[config.mk]
export PLATFORM = sky130hd
export DESIGN_NAME = riscv_lsu
export DESIGN_NICKNAME = d
export VERILOG_FILES = /design/src/rtl/riscv_lsu.sv
export SDC_FILE = /design/constraint.sdc
export NUM_CORES = 1
export LEC_CHECK = 0
export ABC_AREA = 1
export BUFFER_PORTS_ARGS = -buffer_cell sky130_fd_sc_hd__buf_2
export CORE_ASPECT_RATIO = 1.25
export CORE_MARGIN = 1
export CORE_UTILIZATION = 42
export CTS_CLUSTER_SIZE = 25
export DETAILED_ROUTE_END_ITERATION = 8
export GPL_ROUTABILITY_DRIVEN = 1
export PLACE_DENSITY_LB_ADDON = 0.25
export SLEW_MARGIN = 20
export SYNTH_ARGS = -nofsm -noshare
export SYNTH_HDL_FRONTEND = slang
export SYNTH_SLANG_ARGS = --single-unit
export TNS_END_PERCENT = 100
[constraint.sdc]
create_clock -name clk_i -period 1.4 [get_ports clk_i]
set_clock_uncertainty 0.2 [all_clocks]
set_input_delay 0.21 -clock clk_i [delete_from_list [all_inputs] [get_ports clk_i]]
set_output_delay 0.21 -clock clk_i [all_outputs]
set_load 0.05 [all_outputs]
[src/rtl/riscv_lsu.sv]
// ---------------------------------------------------------------------------
// riscv_lsu -- load-store unit between the core datapath and data memory.
//
// Turns one core access (decoder mem_req/mem_we/mem_size, ALU address and
// rs2 data) into a single word-aligned memory transaction with byte enables.
// The core is stalled until memory answers; load data comes back sign- or
// zero-extended for the LSU writeback path.
//
// Build option:
//   MISALIGN_EXC_EN  when defined, misaligned halfword/word accesses are not
//                    sent to memory and raise a one-cycle misaligned_o pulse.
//                    When undefined, misaligned_o is tied 0 and the low
//                    address bits are simply ignored for H/W accesses.
//
// Ports:
//   clk_i, rst_i        clock, synchronous active-high reset
//   core_req_i          access request
//   core_we_i           1 = store, 0 = load
//   core_size_i         B=0, H=1, W=2, BU=4, HU=5 (3/6/7 behave as W)
//   core_addr_i         byte address
//   core_wd_i           store data
//   core_rd_o           extended load data (registered)
//   core_stall_req_o    hold the pipeline while 1 (combinational)
//   misaligned_o        misaligned-access pulse
//   mem_req_o           memory request
//   mem_we_o            memory write enable
//   mem_be_o            byte enables
//   mem_addr_o          word-aligned memory address
//   mem_wd_o            lane-replicated store data
//   mem_rd_i            memory read word
//   mem_ready_i         memory completes the request this cycle
//
// States:
//   state   | meaning
//   IDLE    | waiting for a core request; stall follows core_req_i
//   REQ     | memory request outstanding; stall held high
//   DONE    | one-cycle retire slot; stall released, no request
// ---------------------------------------------------------------------------
module riscv_lsu #(
    parameter int ADDR_W = 32,
    parameter int DATA_W = 32
) (
    input  logic                  clk_i,
    input  logic                  rst_i,
    input  logic                  core_req_i,
    input  logic                  core_we_i,
    input  logic [2:0]            core_size_i,
    input  logic [ADDR_W-1:0]     core_addr_i,
    input  logic [DATA_W-1:0]     core_wd_i,
    output logic [DATA_W-1:0]     core_rd_o,
    output logic                  core_stall_req_o,
    output logic                  misaligned_o,
    output logic                  mem_req_o,
    output logic                  mem_we_o,
    output logic [DATA_W/8-1:0]   mem_be_o,
    output logic [ADDR_W-1:0]     mem_addr_o,
    output logic [DATA_W-1:0]     mem_wd_o,
    input  logic [DATA_W-1:0]     mem_rd_i,
    input  logic                  mem_ready_i
);

    localparam int BE_W = DATA_W / 8;

    // Any size code other than these four is treated as a full word.
    localparam logic [2:0] LDST_B  = 3'd0;
    localparam logic [2:0] LDST_H  = 3'd1;
    localparam logic [2:0] LDST_BU = 3'd4;
    localparam logic [2:0] LDST_HU = 3'd5;

    typedef enum logic [1:0] {
        ST_IDLE = 2'd0,
        ST_REQ  = 2'd1,
        ST_DONE = 2'd2
    } state_e;

    state_e              state_q, state_d;
    logic                mem_req_q, mem_req_d;
    logic                mem_we_q, mem_we_d;
    logic [BE_W-1:0]     mem_be_q, mem_be_d;
    logic [ADDR_W-1:0]   mem_addr_q, mem_addr_d;
    logic [DATA_W-1:0]   mem_wd_q, mem_wd_d;
    logic [DATA_W-1:0]   core_rd_q, core_rd_d;
    logic [2:0]          size_q, size_d;
    logic [1:0]          off_q, off_d;
`ifdef MISALIGN_EXC_EN
    logic                misaligned_q, misaligned_d;
`endif

    logic                req_byte;
    logic                req_half;
    logic                req_misaligned;
    logic [BE_W-1:0]     st_be;
    logic [DATA_W-1:0]   st_wd;
    logic [7:0]          ld_byte;
    logic [15:0]         ld_half;
    logic [DATA_W-1:0]   ld_data;

    // Store formatting from the live core inputs; captured on the request.
    always_comb begin
        req_byte = (core_size_i == LDST_B) || (core_size_i == LDST_BU);
        req_half = (core_size_i == LDST_H) || (core_size_i == LDST_HU);
        st_be    = '1;
        st_wd    = core_wd_i;
        if (req_byte) begin
            st_be = 4'b0001 << core_addr_i[1:0];
            st_wd = {4{core_wd_i[7:0]}};
        end else if (req_half) begin
            st_be = 4'b0011 << {core_addr_i[1], 1'b0};
            st_wd = {2{core_wd_i[15:0]}};
        end
    end

`ifdef MISALIGN_EXC_EN
    assign req_misaligned = (req_half && core_addr_i[0]) ||
                            (!req_byte && !req_half && (core_addr_i[1:0] != 2'b00));
`else
    assign req_misaligned = 1'b0;
`endif

    // Load formatting uses the latched size/offset so that core inputs
    // changing during the wait cannot corrupt the returned value.
    always_comb begin
        case (off_q)
            2'd0:    ld_byte = mem_rd_i[7:0];
            2'd1:    ld_byte = mem_rd_i[15:8];
            2'd2:    ld_byte = mem_rd_i[23:16];
            default: ld_byte = mem_rd_i[31:24];
        endcase
        ld_half = off_q[1] ? mem_rd_i[31:16] : mem_rd_i[15:0];
        case (size_q)
            LDST_B:  ld_data = {{24{ld_byte[7]}}, ld_byte};
            LDST_BU: ld_data = {24'd0, ld_byte};
            LDST_H:  ld_data = {{16{ld_half[15]}}, ld_half};
            LDST_HU: ld_data = {16'd0, ld_half};
            default: ld_data = mem_rd_i;
        endcase
    end

    always_comb begin
        state_d          = state_q;
        mem_req_d        = mem_req_q;
        mem_we_d         = mem_we_q;
        mem_be_d         = mem_be_q;
        mem_addr_d       = mem_addr_q;
        mem_wd_d         = mem_wd_q;
        core_rd_d        = core_rd_q;
        size_d           = size_q;
        off_d            = off_q;
`ifdef MISALIGN_EXC_EN
        misaligned_d     = 1'b0;
`endif
        core_stall_req_o = 1'b0;

        case (state_q)
            ST_IDLE: begin
                core_stall_req_o = core_req_i;
                if (core_req_i) begin
                    if (req_misaligned) begin
                        // Trapped access: skip memory, retire straight away.
                        state_d = ST_DONE;
`ifdef MISALIGN_EXC_EN
                        misaligned_d = 1'b1;
`endif
                    end else begin
                        state_d    = ST_REQ;
                        mem_req_d  = 1'b1;
                        mem_we_d   = core_we_i;
                        mem_be_d   = core_we_i ? st_be : '1;
                        mem_addr_d = {core_addr_i[ADDR_W-1:2], 2'b00};
                        mem_wd_d   = st_wd;
                        size_d     = core_size_i;
                        off_d      = core_addr_i[1:0];
                    end
                end
            end

            ST_REQ: begin
                core_stall_req_o = 1'b1;
                if (mem_ready_i) begin
                    mem_req_d = 1'b0;
                    if (!mem_we_q) begin
                        core_rd_d = ld_data;
                    end
                    state_d = ST_DONE;
                end
            end

            ST_DONE: begin
                // A request seen here belongs to the next instruction and is
                // picked up from IDLE on the following cycle.
                state_d = ST_IDLE;
            end

            default: begin
                state_d = ST_IDLE;
            end
        endcase
    end

    always_ff @(posedge clk_i) begin
        if (rst_i) begin
            state_q      <= ST_IDLE;
            mem_req_q    <= 1'b0;
            mem_we_q     <= 1'b0;
            mem_be_q     <= '0;
            mem_addr_q   <= '0;
            mem_wd_q     <= '0;
            core_rd_q    <= '0;
            size_q       <= 3'd0;
            off_q        <= 2'd0;
`ifdef MISALIGN_EXC_EN
            misaligned_q <= 1'b0;
`endif
        end else begin
            state_q      <= state_d;
            mem_req_q    <= mem_req_d;
            mem_we_q     <= mem_we_d;
            mem_be_q     <= mem_be_d;
            mem_addr_q   <= mem_addr_d;
            mem_wd_q     <= mem_wd_d;
            core_rd_q    <= core_rd_d;
            size_q       <= size_d;
            off_q        <= off_d;
`ifdef MISALIGN_EXC_EN
            misaligned_q <= misaligned_d;
`endif
        end
    end

    assign mem_req_o  = mem_req_q;
    assign mem_we_o   = mem_we_q;
    assign mem_be_o   = mem_be_q;
    assign mem_addr_o = mem_addr_q;
    assign mem_wd_o   = mem_wd_q;
    assign core_rd_o  = core_rd_q;
`ifdef MISALIGN_EXC_EN
    assign misaligned_o = misaligned_q;
`else
    assign misaligned_o = 1'b0;
`endif

endmodule

==> impl_results.md <==
* Dpl hpwl at 10.6 mm
* H-tree levels at 3
* CP Data Arrival Time at 2030 ps
* Tmin final at between 2000 and 2500 ps
* XOR/XNOR Fraction of Synth Area at 0%
* Max VDD drop at around 0.94 mV
* R2R setup slack at -640 ps
* Simple-Gate Fraction of Synth Area at 21.9%
* Pwr Density at 1110 mW/mm^2
* Clock tree buffer depth at 2
* First-pass GRT wire length at between 30 and 40 mm
* Final wirelength at 25.7 mm
* Post-synthesis mux area share at 0%
* Gpl congestion at 0.966
* Multi-input gate area at 0.00290 mm^2
* Cells after Synth at 621
* Total number of vias at ~6.7k
* Die width at 95.5 um
* Yosys warning count at 0
* Setup ws final at -643 ps
* Mean Syn Cell Area at 7.39 um^2
* Largest net degree at the start of global routing at 55
* Max_cap viols at 0
* Pre-CTS setup slack at -155 ps
* Slew HR at between 50% and 60%
* Overflow after GRT at 0
* Crit path max fanout at 7
* CP required at 1390 ps
* Clock transition at path regs at 80 ps
* Final period util at 146%
* Post-Synth Adder-Cell Area at 0%
* CORE AREA at 0.0106 mm^2
* Static Leak at around 4 nW
* Routed len/inst at 23.1 um
* Setup total negative slack at -31090 ps
* Complex-gate fraction of the synthesized area at 24.1%
* FP Rows at 42
* Initial core utilization at 43.3%
* Hold Violations, Final at 0
* Final Max Tran Viols at 0
* RSZ-0062 raised after global routing: yes
* CTS tree: done
* All-Layer GR Usage at a little over a third
* Nets@finish at 1078
* Largest cells by area after synthesis: dfxtp_1 47%, o21ai_0 11%, nor2_1 8.3%
* Setup-failing EPs final at 117
* Initial drt markers at roughly 570
* Number of top-level pins at 208
* Antenna violations before repair at 2
* Vias/cell at 6.02
* Layout cells sized above 1 at 49.1%
* Crit end category: flop
* Vias in the first global route at 6325
* Sequential cell area at 0.00216 mm^2
* Seq/Total Area, Yosys at 46.6%
* Setup crit start kind: flop
* Fillcell total at 480
* Worst-margin pin slew at 613 ps
* Critical Setup Path Class: flop to flop
* Clk_lat worst skew at 350 ps
* HP Class: input port to flop
* Die Y at about 120 um
* Status: complete, but fails checks
* DRT Pass-1 Iters at 5
* Failing checks: negative setup slack
* Clock Tree Root: clkbuf_16
* Total CTS buffers at 9
* Fmax at 489 MHz
* Die footprint at 0.0114 mm^2
* ANT nets after route at 0
* Cell taking the most area after synthesis: dfxtp_1
* Count of different cell masters after synthesis at 28
* Synth-to-Final Area Change at 100%
* Largest family of logic cells by synthesized area: compound AO/OA/AOI/OAI gates
* Mapped Area at 0.00459 mm^2
* Share of the synthesized area in the top cell type at 46.6%
* FF+latch count, synth at ~110
* Count of input and output buffers at around 200
* Clock Sink Count at between 100 and 150
* # DRC at 0
## cells in the final DEF (no fill, tap or decap), types with 3 or more instances in the layout
cell,n
dfxtp_1,101
inv_1,17
a21oi_4,8
buf_16,16
a21oi_2,34
conb_1,3
dlygate4sd3_1,88
nor2_4,38
o21ai_0,54
buf_12,14
a41oi_2,6
inv_2,7
dfxtp_2,3
nor2_1,52
bufinv_16,3
dfxtp_4,3
nand2_4,9
o21ai_2,23
buf_4,44
o21ai_1,23
nand3_1,17
a21oi_1,17
o21ai_4,9
nand2_1,98
nor2_2,16
buf_6,23
nand2_2,7
clkbuf_16,15
a31oi_1,19
buf_2,142
clkbuf_4,47
## critical path: stages, from the launching register on
cell and delay (ps):
dfxtp_2 360, inv_2 60, nand2_4 70, buf_6 100
nor2_4 40, buf_4 150, buf_6 130, buf_12 130
o21ai_0 490, a41oi_2 140
## cell usage after synthesis, drive strengths merged
library cell	n
a21boi	1
a21oi	59
a31oi	20
a41oi	8
buf	26
clkbuf	18
clkinv	1
conb	1
dfxtp	107
inv	27
nand2	114
nand3	19
nand4	2
nor2	106
o211ai	1
o21ai	109
o21bai	1
or2	1
## metrics by stage
stage	total power, W	hold WS [ps]	utilization [%]	instances	area (um^2)
final	0.0102	15.6	86.5	1113	9190
after global routing	0.0104	30.3	86.5	1113	9190
after CTS	0.00952	4.17	79.5	1102	8440
after detailed placement	0.00574	238	55.5	949	5890
after global placement	0.00570	232	55.5	949	5890
after floorplan	0.00505	145	-	623	4610
## layout make-up
| cell class | count | share of cell area [%] |
|---|---|---|
| Tap cell | 132 | 1.80 |
| Clock inverter | 6 | 1.23 |
| Sequential cell | 107 | 23.5 |
| Timing Repair inverter | 1 | 0.123 |
| Clock buffer | 10 | 2.49 |
| Multi-Input combinational cell | 444 | 31.5 |
| Inverter | 28 | 1.54 |
| Timing Repair Buffer | 383 | 37.7 |
| Antenna cell | 2 | 0.0545 |
## power by group
part	total, W	switching (W)	leakage [nW]	internal, W
clock network	0.00303	0.00127	0.163	0.00176
registers	0.00349	0.000200	0.886	0.00329
logic	0.00367	0.00226	3.06	0.00142
total	0.0102	0.00373	4.11	0.00647
## flip-flops by register name, summed over array words and instances, names as in the netlist
name / count
core_rd_o: 32
mem_addr_o: 30
mem_be_o: 4
mem_req_o: 1
mem_wd_o: 32
mem_we_o: 1
off_q: 2
size_q: 3
state_q: 2
## kinds of logic after synthesis
kind of cell,after synthesis
flip-flops,107
buffers and inverters,72
AND/OR/NAND/NOR,242
AO/OA/AOI/OAI,199
other,1
## worst paths after layout
path	from	endpoint	depth (start not counted)
worst max-delay path	state_q[0]	mem_wd_o[31]	9
worst min-delay path	core_size_i[1]	mem_wd_o[16]	3
worst max register to register	state_q[0]	mem_wd_o[31]	9
worst min register to register	mem_we_o	mem_we_o	2
## per-layer routing
layer	track usage (%)	up-vias	wire (um)
li1	-	2791	-
met1	38.3	3074	8200
met2	64.5	618	12600
met3	7.28	218	2510
met4	21.1	0	2390
met5	0	-	0
## what timing repair did
| item | 4_1_cts | 5_1_grt |
|---|---|---|
| cloned | 20 | 6 |
| endpoints found under the setup margin | 103 | 152 |
| setup buffers | 30 | 9 |
| resized for setup | 199 | 177 |
| pin swaps | 20 | 17 |
| endpoints found under the hold margin | 91 | 0 |
| hold buffers | 88 | 0 |
Note: power is estimated with default switching activity, not from simulation.
